File: src/rtl/advanced_packet_fifo_if.sv
`default_nettype none
// ============================================================================
// Module      : advanced_packet_fifo_if
// Description : Bundles the write, read and status signals of
//               advanced_packet_fifo.
//               - master modport: producer/consumer side.
//               - slave modport : the FIFO itself.
//               Optional threshold signals exist only when
//               ADVANCED_PACKET_FIFO_THRESHOLDS_EN is defined.
// Ports       : flush, write_enable/data/last/drop, read_enable (to FIFO);
//               read_data/last, empty/not_empty, full/not_full, write_miss,
//               read_error, packet_dropped, level, pending_level,
//               packet_count (from FIFO).
// Revision    : 1.0 - initial release
// ============================================================================
interface advanced_packet_fifo_if #(
  parameter int WIDTH      = 8,
  parameter int DEPTH      = 8,
  parameter int DEPTH_LOG2 = $clog2(DEPTH)
);
  logic                  flush;
  logic                  write_enable;
  logic [WIDTH-1:0]      write_data;
  logic                  write_last;
  logic                  write_drop;
  logic                  read_enable;
  logic [WIDTH-1:0]      read_data;
  logic                  read_last;
  logic                  empty;
  logic                  not_empty;
  logic                  full;
  logic                  not_full;
  logic                  write_miss;
  logic                  read_error;
  logic                  packet_dropped;
  logic [DEPTH_LOG2:0]   level;
  logic [DEPTH_LOG2:0]   pending_level;
  logic [DEPTH_LOG2:0]   packet_count;
`ifdef ADVANCED_PACKET_FIFO_THRESHOLDS_EN
  logic [DEPTH_LOG2:0]   lower_threshold_level;
  logic [DEPTH_LOG2:0]   upper_threshold_level;
  logic                  lower_threshold_status;
  logic                  upper_threshold_status;
  logic                  almost_empty;
  logic                  almost_full;
`endif

  modport master (
`ifdef ADVANCED_PACKET_FIFO_THRESHOLDS_EN
    output lower_threshold_level, upper_threshold_level,
    input  lower_threshold_status, upper_threshold_status,
    input  almost_empty, almost_full,
`endif
    output flush, write_enable, write_data, write_last, write_drop,
    output read_enable,
    input  read_data, read_last, empty, not_empty, full, not_full,
    input  write_miss, read_error, packet_dropped,
    input  level, pending_level, packet_count
  );

  modport slave (
`ifdef ADVANCED_PACKET_FIFO_THRESHOLDS_EN
    input  lower_threshold_level, upper_threshold_level,
    output lower_threshold_status, upper_threshold_status,
    output almost_empty, almost_full,
`endif
    input  flush, write_enable, write_data, write_last, write_drop,
    input  read_enable,
    output read_data, read_last, empty, not_empty, full, not_full,
    output write_miss, read_error, packet_dropped,
    output level, pending_level, packet_count
  );
endinterface : advanced_packet_fifo_if
`default_nettype wire

File: src/rtl/advanced_packet_fifo.sv
`default_nettype none
// ============================================================================
// Module      : advanced_packet_fifo
// Description : Packet-mode FIFO with speculative writes.
//               - Beats are written at a speculative write pointer.
//               - A packet becomes visible to the reader only when its last
//                 beat commits it.
//               - A partial packet can be discarded with write_drop, or is
//                 discarded automatically on overflow.
//               Optional feature macro: ADVANCED_PACKET_FIFO_THRESHOLDS_EN
//               (adds threshold compare and almost_empty/almost_full outputs).
// Ports       : clock        - rising-edge clock
//               resetn       - asynchronous active-low reset
//               bus (slave)  - write side, read side and status signals
//                              (see advanced_packet_fifo_if)
// Revision    : 1.0 - initial release
// ============================================================================
module advanced_packet_fifo #(
  parameter int WIDTH      = 8,
  parameter int DEPTH      = 8,
  parameter int DEPTH_LOG2 = $clog2(DEPTH)
) (
  input  wire                   clock,
  input  wire                   resetn,
  advanced_packet_fifo_if.slave bus
);

  localparam int                 c_AW        = DEPTH_LOG2;
  localparam logic [c_AW:0]      c_DEPTH_PTR = (c_AW+1)'(DEPTH);
  localparam logic [c_AW:0]      c_ONE       = (c_AW+1)'(1);

  typedef enum logic [0:0] {
    ST_ACCEPT   = 1'b0,
    ST_DROPPING = 1'b1
  } state_t;

  // Entry layout: {last, data}
  logic [WIDTH:0]  r_mem [DEPTH];

  state_t          r_state;
  state_t          w_state_next;

  logic [c_AW:0]   r_wp;   // speculative write pointer
  logic [c_AW:0]   r_cp;   // commit pointer (end of last complete packet)
  logic [c_AW:0]   r_rp;   // read pointer
  logic [c_AW:0]   r_packet_count;
  logic            r_write_miss;
  logic            r_read_error;
  logic            r_packet_dropped;

  logic [c_AW:0]   w_wp_next;
  logic [c_AW:0]   w_cp_next;
  logic            w_store;
  logic            w_commit;
  logic            w_miss_next;
  logic            w_dropped_next;

  logic [c_AW:0]   w_level;
  logic [c_AW:0]   w_pending;
  logic [c_AW:0]   w_used;
  logic            w_full;
  logic            w_empty;
  logic [WIDTH:0]  w_head;
  logic            w_read_ok;
  logic            w_read_error_next;
  logic            w_pop_last;

  // --------------------------------------------------------------------------
  // Pointer-derived status. The wrap bit makes full and empty distinguishable.
  // --------------------------------------------------------------------------
  assign w_level   = r_cp - r_rp;
  assign w_pending = r_wp - r_cp;
  assign w_used    = r_wp - r_rp;
  assign w_full    = (w_used == c_DEPTH_PTR);
  assign w_empty   = (w_level == '0);
  assign w_head    = r_mem[r_rp[c_AW-1:0]];

  // --------------------------------------------------------------------------
  // Write-side state machine: next state and pointer updates
  // --------------------------------------------------------------------------
  always_comb begin
    w_state_next   = r_state;
    w_wp_next      = r_wp;
    w_cp_next      = r_cp;
    w_store        = 1'b0;
    w_commit       = 1'b0;
    w_miss_next    = 1'b0;
    w_dropped_next = 1'b0;

    if (bus.write_drop) begin
      // Explicit discard wins over any beat presented in the same cycle.
      w_wp_next      = r_cp;
      w_state_next   = ST_ACCEPT;
      w_dropped_next = (w_pending != '0) || (r_state == ST_DROPPING);
    end else if (bus.write_enable) begin
      case (r_state)
        ST_ACCEPT: begin
          if (!w_full) begin
            w_store   = 1'b1;
            w_wp_next = r_wp + c_ONE;
            if (bus.write_last) begin
              w_cp_next = r_wp + c_ONE;
              w_commit  = 1'b1;
            end
          end else begin
            // Overflow: abandon the partial packet. If this beat was not
            // the last one, swallow the remainder of the packet silently.
            w_miss_next = 1'b1;
            w_wp_next   = r_cp;
            if (bus.write_last) begin
              w_dropped_next = 1'b1;
            end else begin
              w_state_next = ST_DROPPING;
            end
          end
        end
        ST_DROPPING: begin
          if (bus.write_last) begin
            w_dropped_next = 1'b1;
            w_state_next   = ST_ACCEPT;
          end
        end
        default: begin
          w_state_next = ST_ACCEPT;
        end
      endcase
    end
  end

  // --------------------------------------------------------------------------
  // Read side: decisions use pre-cycle empty, so a beat committed this cycle
  // is not readable until the next one.
  // --------------------------------------------------------------------------
  always_comb begin
    w_read_ok         = bus.read_enable && !w_empty;
    w_read_error_next = bus.read_enable && w_empty;
    w_pop_last        = w_read_ok && w_head[WIDTH];
  end

  // --------------------------------------------------------------------------
  // State register
  // --------------------------------------------------------------------------
  always_ff @(posedge clock or negedge resetn) begin
    if (!resetn) begin
      r_state <= ST_ACCEPT;
    end else if (bus.flush) begin
      r_state <= ST_ACCEPT;
    end else begin
      r_state <= w_state_next;
    end
  end

  // --------------------------------------------------------------------------
  // Pointers, packet counter and event pulses
  // --------------------------------------------------------------------------
  always_ff @(posedge clock or negedge resetn) begin
    if (!resetn) begin
      r_wp             <= '0;
      r_cp             <= '0;
      r_rp             <= '0;
      r_packet_count   <= '0;
      r_write_miss     <= 1'b0;
      r_read_error     <= 1'b0;
      r_packet_dropped <= 1'b0;
    end else if (bus.flush) begin
      r_wp             <= '0;
      r_cp             <= '0;
      r_rp             <= '0;
      r_packet_count   <= '0;
      r_write_miss     <= 1'b0;
      r_read_error     <= 1'b0;
      r_packet_dropped <= 1'b0;
    end else begin
      r_wp             <= w_wp_next;
      r_cp             <= w_cp_next;
      r_write_miss     <= w_miss_next;
      r_read_error     <= w_read_error_next;
      r_packet_dropped <= w_dropped_next;
      if (w_read_ok) begin
        r_rp <= r_rp + c_ONE;
      end
      // Simultaneous commit and last-beat read cancel out.
      if (w_commit && !w_pop_last) begin
        r_packet_count <= r_packet_count + c_ONE;
      end else if (!w_commit && w_pop_last) begin
        r_packet_count <= r_packet_count - c_ONE;
      end
    end
  end

  // --------------------------------------------------------------------------
  // Storage array (not reset; contents are qualified by the pointers)
  // --------------------------------------------------------------------------
  always_ff @(posedge clock) begin
    if (w_store && !bus.flush) begin
      r_mem[r_wp[c_AW-1:0]] <= {bus.write_last, bus.write_data};
    end
  end

  // --------------------------------------------------------------------------
  // Outputs
  // --------------------------------------------------------------------------
  assign bus.read_data      = w_head[WIDTH-1:0];
  assign bus.read_last      = w_head[WIDTH];
  assign bus.empty          = w_empty;
  assign bus.not_empty      = !w_empty;
  assign bus.full           = w_full;
  assign bus.not_full       = !w_full;
  assign bus.write_miss     = r_write_miss;
  assign bus.read_error     = r_read_error;
  assign bus.packet_dropped = r_packet_dropped;
  assign bus.level          = w_level;
  assign bus.pending_level  = w_pending;
  assign bus.packet_count   = r_packet_count;

`ifdef ADVANCED_PACKET_FIFO_THRESHOLDS_EN
  // The upper threshold counts pending beats too, so a producer can be
  // throttled before a large packet overflows.
  assign bus.lower_threshold_status = (w_level <= bus.lower_threshold_level);
  assign bus.upper_threshold_status =
    ((w_level + w_pending) >= bus.upper_threshold_level);
  assign bus.almost_empty           = (w_level == c_ONE);
  assign bus.almost_full            = ((c_DEPTH_PTR - w_used) == c_ONE);
`endif

endmodule : advanced_packet_fifo
`default_nettype wire

File: src/flat_wrapper.sv
// flat-port wrapper written by rule: the top's interface ports become plain ports
module advanced_packet_fifo_flat 
#(
  parameter int WIDTH      = 8,
  parameter int DEPTH      = 8,
  parameter int DEPTH_LOG2 = $clog2(DEPTH)
)
  (clock, resetn, bus_flush, bus_write_enable, bus_write_data, bus_write_last, bus_write_drop, bus_read_enable, bus_read_data, bus_read_last, bus_empty, bus_not_empty, bus_full, bus_not_full, bus_write_miss, bus_read_error, bus_packet_dropped, bus_level, bus_pending_level, bus_packet_count);
  advanced_packet_fifo_if #(.WIDTH(WIDTH), .DEPTH(DEPTH), .DEPTH_LOG2(DEPTH_LOG2)) bus_i ();
  input  wire clock;
  input  wire resetn;
  input wire logic [$bits(bus_i.flush)-1:0] bus_flush;
  input wire logic [$bits(bus_i.write_enable)-1:0] bus_write_enable;
  input wire logic [$bits(bus_i.write_data)-1:0] bus_write_data;
  input wire logic [$bits(bus_i.write_last)-1:0] bus_write_last;
  input wire logic [$bits(bus_i.write_drop)-1:0] bus_write_drop;
  input wire logic [$bits(bus_i.read_enable)-1:0] bus_read_enable;
  output wire logic [$bits(bus_i.read_data)-1:0] bus_read_data;
  output wire logic [$bits(bus_i.read_last)-1:0] bus_read_last;
  output wire logic [$bits(bus_i.empty)-1:0] bus_empty;
  output wire logic [$bits(bus_i.not_empty)-1:0] bus_not_empty;
  output wire logic [$bits(bus_i.full)-1:0] bus_full;
  output wire logic [$bits(bus_i.not_full)-1:0] bus_not_full;
  output wire logic [$bits(bus_i.write_miss)-1:0] bus_write_miss;
  output wire logic [$bits(bus_i.read_error)-1:0] bus_read_error;
  output wire logic [$bits(bus_i.packet_dropped)-1:0] bus_packet_dropped;
  output wire logic [$bits(bus_i.level)-1:0] bus_level;
  output wire logic [$bits(bus_i.pending_level)-1:0] bus_pending_level;
  output wire logic [$bits(bus_i.packet_count)-1:0] bus_packet_count;
  assign bus_i.flush = bus_flush;
  assign bus_i.write_enable = bus_write_enable;
  assign bus_i.write_data = bus_write_data;
  assign bus_i.write_last = bus_write_last;
  assign bus_i.write_drop = bus_write_drop;
  assign bus_i.read_enable = bus_read_enable;
  assign bus_read_data = bus_i.read_data;
  assign bus_read_last = bus_i.read_last;
  assign bus_empty = bus_i.empty;
  assign bus_not_empty = bus_i.not_empty;
  assign bus_full = bus_i.full;
  assign bus_not_full = bus_i.not_full;
  assign bus_write_miss = bus_i.write_miss;
  assign bus_read_error = bus_i.read_error;
  assign bus_packet_dropped = bus_i.packet_dropped;
  assign bus_level = bus_i.level;
  assign bus_pending_level = bus_i.pending_level;
  assign bus_packet_count = bus_i.packet_count;
  advanced_packet_fifo #(.WIDTH(WIDTH), .DEPTH(DEPTH), .DEPTH_LOG2(DEPTH_LOG2)) u_core (.clock(clock), .resetn(resetn), .bus(bus_i));
endmodule
File: config.mk
export PLATFORM = sky130hd
export DESIGN_NAME = advanced_packet_fifo_flat
export DESIGN_NICKNAME = d
export VERILOG_FILES = /design/src/rtl/advanced_packet_fifo_if.sv /design/src/rtl/advanced_packet_fifo.sv /design/src/flat_wrapper.sv
export SDC_FILE = /design/constraint.sdc
export NUM_CORES = 1
export LEC_CHECK = 0
export BUFFER_PORTS_ARGS = -buffer_cell sky130_fd_sc_hd__buf_2
export CAP_MARGIN = 15
export CELL_PAD_IN_SITES_DETAIL_PLACEMENT = 0
export CELL_PAD_IN_SITES_GLOBAL_PLACEMENT = 1
export CORE_ASPECT_RATIO = 0.8
export CORE_MARGIN = 5
export CORE_UTILIZATION = 50
export DETAILED_ROUTE_END_ITERATION = 10
export PLACE_DENSITY = 0.92
export SLEW_MARGIN = 20
export SYNTH_ARGS = -nofsm -noshare
export SYNTH_HDL_FRONTEND = slang
export SYNTH_SLANG_ARGS = --single-unit
File: constraint.sdc
create_clock -name clock -period 8.22 [get_ports clock]
set_input_delay 0.822 -clock clock [delete_from_list [all_inputs] [get_ports clock]]
set_output_delay 0.822 -clock clock [all_outputs]
set_load 0.01 [all_outputs]
==> impl_metrics.ini, run 1 <==
[status]
status = complete, no violations

[final_layout]
final_cell_mix = 72 x edfxtp_1, 42 x buf_2, 37 x nand2_1
final_common_cell = edfxtp_1
nets = 375
multiInputGateArea_sq_mm = 0.00147
ff_latch_area_sq_mm = 0.00266
num-fill-cells = 662
drive_above_1_share = 0.255
diodes = 0
area_growth_pct = 12.4

[critical_path]
path_max_fanout = 13
crit_path_end_kind = register
critPathLaunchType = register
r2r_setup_slack_ns = 4.15
crit_arrival_ns = 4.32
path_class = reg -> reg
cp.required_ns = 8.46

[routing]
routedWlPerCell_um = 18.7
drt_iter0_drc = 190
antenna_left = 0
drt_pre_antenna_iters = 4
drt-total-wl_um = 8640
drc = 0
routed_via_density = 5.63
via_count = 2595

[logic_synthesis]
ys_warn_count = 0
ys_ff_latch = 92
syn_area_per_cell_sq_um = 14.4
synth_ff_type = edfxtp_1
async_flop_share = 0.217
synthCells = 296
yosysSeqAreaShare = 0.625
synth_cell_types = 48
synth_edf_count = 72
syn-num-nets = 327
synth_area_sq_mm = 0.00426

[cts]
cts_sinks = 92
cts_max_path_buffers = 2
cts_htree_levels = 3
clk_pin_slew_ns = 0.08
numCtsBuffers = 9
cts_tree = yes
clk_latency_ns = 0.35
cts-root-buf = clkbuf_8
postCtsSetupBuffers = 0
cts-resized-gates = 0
hold_buffers = 0

[timing]
hold_viol = 0
finClkSkew_ns = 0.00831
whs_ns = 0.412
slew_viol_final = 0
fmax_mhz = 245
rsz0062_at_grt = false
tns_ns = 0
max_slew_margin = 0.304
setup_viol = 0
worst_slew_pin_slew_ns = 1.04
period_share = 0.496
fin_crit_ns = 4.07

[global_routing]
antenna_found_initial = 0
grt_pass1_vias = 2662
grt_pass1_wl_um = 13900
grt_max_degree = 24
overflow = 0
groute.usage.overall = 0.173

[die]
core_area_sq_mm = 0.00841
die_w_um = 113
die_y_um = 92.6
num_rows = 30
start_util = 0.507
boundaryPins = 43
die_area_sq_mm = 0.0105

[placement]
io_buffers = 42
place_hpwl_um = 6160
place.gp.congestion = 0.857

[min_path]
hold_class = in -> async

[pwr]
netSwitchingFraction = 0.336
clkPwrFrac = 0.221
power.switching_mw = 0.454
p_leak_nw = 1.83
vdd_drop_max_mv = 0.124
combPwrFrac = 0.369
power.density_mw_per_mm2 = 282
internal-power_mw = 0.896
p_seq_frac = 0.410

[flow_run]
cap_violations = 0
==> synthesized netlist by cell type, types with 3 or more instances <==
library cell / count / area, sq um
a211oi_1: 3 / 22.5
nand3_1: 3 / 15.0
a31oi_1: 3 / 18.8
or3_1: 5 / 31.3
inv_1: 19 / 71.3
nor2_1: 17 / 63.8
nor3_1: 8 / 40.0
fa_1: 3 / 60.1
a21oi_1: 8 / 40.0
dfrtp_1: 20 / 500
ha_1: 13 / 163
mux4_2: 18 / 405
edfxtp_1: 72 / 2160
o21ai_0: 9 / 45.0
xnor2_1: 8 / 70.1
nor2b_1: 3 / 18.8
a21o_1: 4 / 30.0
mux2i_1: 4 / 40.0
xor2_1: 3 / 26.3
nand2_1: 37 / 139
clkbuf_1: 5 / 18.8
==> registers in the layout, summed over array words and instances, names as in the netlist <==
signal and flops:
u_core.r_mem 72, u_core.bus.read_error 1, u_core.r_cp 4, u_core.bus.write_miss 1, u_core.bus.packet_dropped 1, u_core.r_rp 4
u_core.r_wp 4, u_core.bus.packet_count 4, u_core.r_state 1
==> routing by layer <==
metal / part of all wire / wire length [um] / track usage / vias up
met5: 0 / 0 / 0 / -
met4: 0.0074 / 64 / 0.0571 / 0
met3: 0.043 / 374 / 0.0366 / 4
met2: 0.49 / 4240 / 0.273 / 69
met1: 0.46 / 3960 / 0.242 / 1330
li1: - / - / - / 1192
==> area by class of cell <==
| class | count | area share |
|---|---|---|
| clock buffers | 11 | 0.0274 |
| well taps | 112 | 0.0292 |
| clock inverters | 5 | 0.0125 |
| repair buffers | 46 | 0.0501 |
| inverters | 22 | 0.0188 |
| multi-input cells | 173 | 0.306 |
| flip-flops and latches | 92 | 0.556 |
==> power groups by stage <==
stage                     clock, mW  sequential (mW)  combinational [mW]
after floorplan                   0            0.566               0.350
after global placement            0            0.562               0.495
after detailed placement          0            0.563               0.506
after CTS                     0.299            0.553               0.508
after global routing          0.322            0.557               0.551
final                         0.298            0.553               0.498
==> worst max-delay path, cell delays in order (launching register included) <==
cell and delay (ns):
dfrtp_1 0.63, clkinv_1 0.47, ha_1 0.47, and3b_1 0.20
or3_1 0.38, nand4_2 0.17, inv_4 0.09, nor2_8 0.14
o21ai_2 0.11, ha_1 0.28, a21o_1 0.17, a21oi_1 0.26
mux2i_4 0.28, mux2_4 0.31
==> per-stage QoR <==
stage | utilization | area [sq um] | total power, mW | instances | setup WS, ns
after detailed placement | 0.547 | 4600 | 1.07 | 445 | 4.11
after global placement | 0.547 | 4600 | 1.06 | 445 | 4.24
after CTS | 0.570 | 4790 | 1.36 | 461 | 4.11
after floorplan | - | 4260 | 0.916 | 296 | 4.29
after global routing | 0.570 | 4790 | 1.43 | 461 | 3.90
final | 0.570 | 4790 | 1.35 | 461 | 4.15
==> kinds of logic after synthesis <==
family	Yosys count	share of synthesized area
adder cells (fa/ha/maj)	16	0.0522
buffers and inverters	31	0.0311
AND/OR/NAND/NOR	86	0.102
AO/OA/AOI/OAI	36	0.0543
XOR/XNOR	11	0.0226
multiplexers	24	0.113
flip-flops	92	0.625
==> worst paths after layout <==
check / from / endpoint / cells past startpoint
hold / removal: resetn / u_core.bus.packet_dropped / 1
hold reg to reg: u_core.bus.packet_count[2] / u_core.bus.packet_count[2] / 2
min in group clock: u_core.bus.packet_count[2] / u_core.bus.packet_count[2] / 2
setup reg to reg: u_core.r_rp[2] / u_core.bus.packet_count[3] / 13
max in group asynchronous: resetn / u_core.r_wp[2] / 1
setup / recovery: u_core.r_rp[2] / u_core.bus.packet_count[3] / 13
Power figures use the tool's default switching activity.
==> inputs of run 2 (changes only) <==
- CORE_UTILIZATION: 50 -> 49
- PLACE_DENSITY: 0.92 -> 0.9
- clock period: 8.22 -> 4.28 ns (I/O delays scaled with it)
==> impl_metrics.ini, run 2 (synthesis gave the netlist of run 1 again) <==
[cts]
cts_tree = yes
clk_pin_slew_ns = 0.10
postCtsSetupBuffers = 0
numCtsBuffers = 9
cts-root-buf = clkbuf_8
cts_sinks = 92
hold_buffers = 0
cts_max_path_buffers = 2
clk_latency_ns = 0.36
cts-resized-gates = 0
cts_htree_levels = 3

[routing]
drt_iter0_drc = 203
routed_via_density = 5.49
antenna_left = 0
routedWlPerCell_um = 18.7
via_count = 2575
drc = 0
drt_pre_antenna_iters = 4
drt-total-wl_um = 8770

[global_routing]
overflow = 0
antenna_found_initial = 0
grt_max_degree = 22
groute.usage.overall = 0.176
grt_pass1_wl_um = 14300
grt_pass1_vias = 2614

[die]
die_y_um = 93.4
core_area_sq_mm = 0.00848
die_area_sq_mm = 0.0107
die_w_um = 114
num_rows = 30
boundaryPins = 43
start_util = 0.503

[timing]
fin_crit_ns = 3.40
slew_viol_final = 0
period_share = 0.795
tns_ns = 0
setup_slack_ns = 0.877
rsz0062_at_grt = false
hold_viol = 0
max_slew_margin = 0.639
fmax_mhz = 294
worst_slew_pin_slew_ns = 0.536
finClkSkew_ns = 0.0133
setup_viol = 0

[pwr]
p_leak_nw = 1.88
vdd_drop_max_mv = 0.243
power.density_mw_per_mm2 = 537
finalPower_mw = 2.61

[placement]
place.gp.congestion = 0.807
place_ws_ns = 0.863
io_buffers = 42
place_hpwl_um = 6270

[status]
status = complete, no violations

[flow_run]
cap_violations = 0

[final_layout]
diodes = 0
nets = 383
area_growth_pct = 14.0
drive_above_1_share = 0.272
largest_reg_flops = 72
ff_latch_area_sq_mm = 0.00266
final_cell_mix = 72 x edfxtp_1, 42 x buf_2, 37 x nand2_1
num-fill-cells = 692
multiInputGateArea_sq_mm = 0.00147
final_common_cell = edfxtp_1

[critical_path]
cp.required_ns = 4.53
path_class = reg -> reg
crit_path_end_kind = register
crit_arrival_ns = 3.65
critPathLaunchType = register
path_max_fanout = 5

[min_path]
hold_class = in -> async
[run 2: cell count changes in the layout (fill, tap and decap cells not counted)]
| cell | delta |
|---|---|
| clkinv_1 | +1 |
| inv_8 | +1 |
| clkinv_2 | -1 |
| buf_4 | +8 |
| clkinv_4 | +1 |
| clkbuf_1 | -1 |
| clkinvlp_4 | -1 |
[run 2: stage by stage]
| step | cells | instance area [sq um] | utilization | hold WS, ns |
|---|---|---|---|---|
| CTS | 469 | 4860 | 0.573 | 0.0338 |
| global placement | 453 | 4660 | 0.549 | 0.417 |
| detailed placement | 453 | 4660 | 0.549 | 0.425 |
| finish | 469 | 4860 | 0.573 | 0.0173 |
| global route | 469 | 4860 | 0.573 | 0.0581 |
| floorplan | 296 | 4260 | - | 0.132 |
[run 2: path summary, 6_finish.rpt]
| path | slack (ns) | endpoint | startpoint | cells after the start |
|---|---|---|---|---|
| max | 0.88 | u_core.bus.packet_count[3] | u_core.r_cp[0] | 14 |
| min | 0.02 | u_core.bus.read_error | resetn | 1 |
| max reg2reg | 0.88 | u_core.bus.packet_count[3] | u_core.r_cp[0] | 14 |
| min reg2reg | 0.58 | u_core.bus.packet_count[2] | u_core.bus.packet_count[2] | 2 |
| max in group asynchronous | 3.91 | u_core.r_wp[2] | resetn | 1 |
| min in group clock | 0.32 | u_core.r_state | bus_write_enable | 2 |
[run 2: metal layers]
| metal | global-route usage | wire length [um] |
|---|---|---|
| met1 | 0.252 | 3900 |
| met2 | 0.272 | 4240 |
| met3 | 0.0323 | 471 |
| met4 | 0.0593 | 146 |
| met5 | 0 | 0 |
[run 2: layout make-up]
type,instances,area share
Sequential cell,92,0.548
Multi-Input combinational cell,173,0.302
Timing Repair Buffer,54,0.0618
Tap cell,112,0.0288
Clock buffer,10,0.0263
Inverter,22,0.0185
Clock inverter,6,0.0147
[run 2: worst max-delay path, stage by stage, from the launching register on]
cell and delay (ns):
dfrtp_1 0.44, inv_1 0.12, ha_1 0.16, inv_1 0.06
fa_1 0.44, xor2_1 0.18, nor3_1 0.18, nand3_2 0.17
inv_1 0.13, o21ai_2 0.11, ha_1 0.28, a21o_1 0.17
a21oi_1 0.26, mux2i_4 0.28, mux2_4 0.31
[run 2: report_power, final]
group	switching, mW	internal (mW)
Sequential	0.0452	1.02
Clock	0.316	0.277
Combinational	0.525	0.429
==> inputs of run 3 (changes only) <==
- CORE_UTILIZATION: 49 -> 44
- PLACE_DENSITY: 0.9 -> 0.86
- clock period: 4.28 -> 3 ns (I/O delays scaled with it)
==> impl_metrics.ini, run 3 (synthesis gave the netlist of run 1 again) <==
[status]
status = complete, no violations

[die]
start_util = 0.445
die_y_um = 98.0
boundaryPins = 43
die_area_sq_mm = 0.0118
core_area_sq_mm = 0.00957
die_w_um = 120
num_rows = 32

[pwr]
power.density_mw_per_mm2 = 816
vdd_drop_max_mv = 0.356
netSwitchingFraction = 0.335
p_leak_nw = 2.03
finalPower_mw = 4.28
power.switching_mw = 1.43
p_seq_frac = 0.355
internal-power_mw = 2.84
combPwrFrac = 0.397
clkPwrFrac = 0.248

[placement]
io_buffers = 42
place_area_sq_mm = 0.00485
place_hpwl_um = 6310
place.gp.congestion = 0.804

[timing]
worst_slew_pin_slew_ns = 0.487
rsz0062_at_grt = true
fmax_mhz = 345
max_slew_margin = 0.676
setup_viol = 0
whs_ns = 0.207
tns_ns = 0
finClkSkew_ns = 0.00603
period_share = 0.966
hold_viol = 0
fin_crit_ns = 2.90
slew_viol_final = 0

[final_layout]
diodes = 0
largest_reg_flops = 72
nets = 403
final_cell_area_sq_mm = 0.00524
final_cell_mix = 72 x edfxtp_1, 42 x buf_2, 37 x nand2_1
area_growth_pct = 22.9
final_common_cell = edfxtp_1
drive_above_1_share = 0.355
final_util = 0.548

[min_path]
hold_class = in -> reg

[routing]
routedWlPerCell_um = 18.3
drt_pre_antenna_iters = 4
antenna_left = 0
via_count = 2639
drt-total-wl_um = 9080
drc = 0
routed_via_density = 5.32
drt_iter0_drc = 191

[critical_path]
r2r_setup_slack_ns = 0.10
cp.required_ns = 3.22
path_class = reg -> reg
path_max_fanout = 3
crit_arrival_ns = 3.12
crit_path_end_kind = register
critPathLaunchType = register

[global_routing]
overflow = 0
grt_pass1_wl_um = 14700
grt_max_degree = 22
antenna_found_initial = 0
grt_pass1_vias = 2715
groute.usage.overall = 0.164

[cts]
clk_pin_slew_ns = 0.07
numCtsBuffers = 9
cts_htree_levels = 3
cts_max_path_buffers = 2
cts-root-buf = clkbuf_16
cts_sinks = 92
cts_tree = yes
clk_latency_ns = 0.33

[flow_run]
cap_violations = 0
==> run 3: per-layer routing <==
metal | vias up | part of all wire | GRT usage
met4 | 0 | 0.014 | 0.0475
met1 | 1309 | 0.45 | 0.232
met2 | 70 | 0.47 | 0.256
met5 | - | 0 | 0
li1 | 1250 | - | -
met3 | 10 | 0.056 | 0.0376
==> run 3: path summary, 6_finish.rpt <==
path | from | end | cells after the start
worst max-delay path | u_core.r_cp[0] | u_core.bus.packet_count[3] | 13
worst min-delay path | bus_read_enable | u_core.bus.read_error | 3
worst max register to register | u_core.r_cp[0] | u_core.bus.packet_count[3] | 13
worst min register to register | u_core.bus.packet_count[2] | u_core.bus.packet_count[2] | 2
max in group asynchronous | resetn | u_core.r_rp[1] | 2
min in group asynchronous | resetn | u_core.bus.read_error | 2
==> run 3: power by group through the flow <==
stage	sequential [mW]	clock [mW]	combinational [mW]
finish	1.52	1.06	1.70
global route	1.53	1.13	1.86
CTS	1.51	1.07	1.65
detailed placement	1.54	0	1.60
global placement	1.54	0	1.56
floorplan	1.55	0	1.07
==> run 3: what timing repair did <==
action	CTS	global route
endpoints found under the setup margin	1	1
pin swaps	6	6
gates resized for setup	7	7
hold buffers	1	0
setup buffers	2	3
endpoints found under the hold margin	20	0
==> run 3: final cells by class <==
class,count,area [sq um]
Clock buffer,9,225
Timing Repair Buffer,74,457
Inverter,22,105
Multi-Input combinational cell,173,1580
Clock inverter,7,58.8
Tap cell,119,149
Sequential cell,92,2660
Fill cell,750,4330
==> run 3: stage by stage <==
stage | worst slack (ns) | instances
detailed placement | -0.0461 | 474
finish | 0.101 | 496
CTS | 0.000716 | 493
global route | -0.0398 | 496
global placement | 0.0201 | 474
floorplan | -0.207 | 296
==> run 3: critical path, cell delays in order, from the launching register on <==
cell	delay, ns
dfrtp_1	0.39
inv_2	0.08
ha_4	0.12
inv_2	0.04
fa_2	0.49
nor3_4	0.23
nand3_4	0.10
inv_4	0.08
o21ai_4	0.07
ha_1	0.27
a21o_1	0.16
a21oi_2	0.18
mux2i_4	0.25
mux2_4	0.31
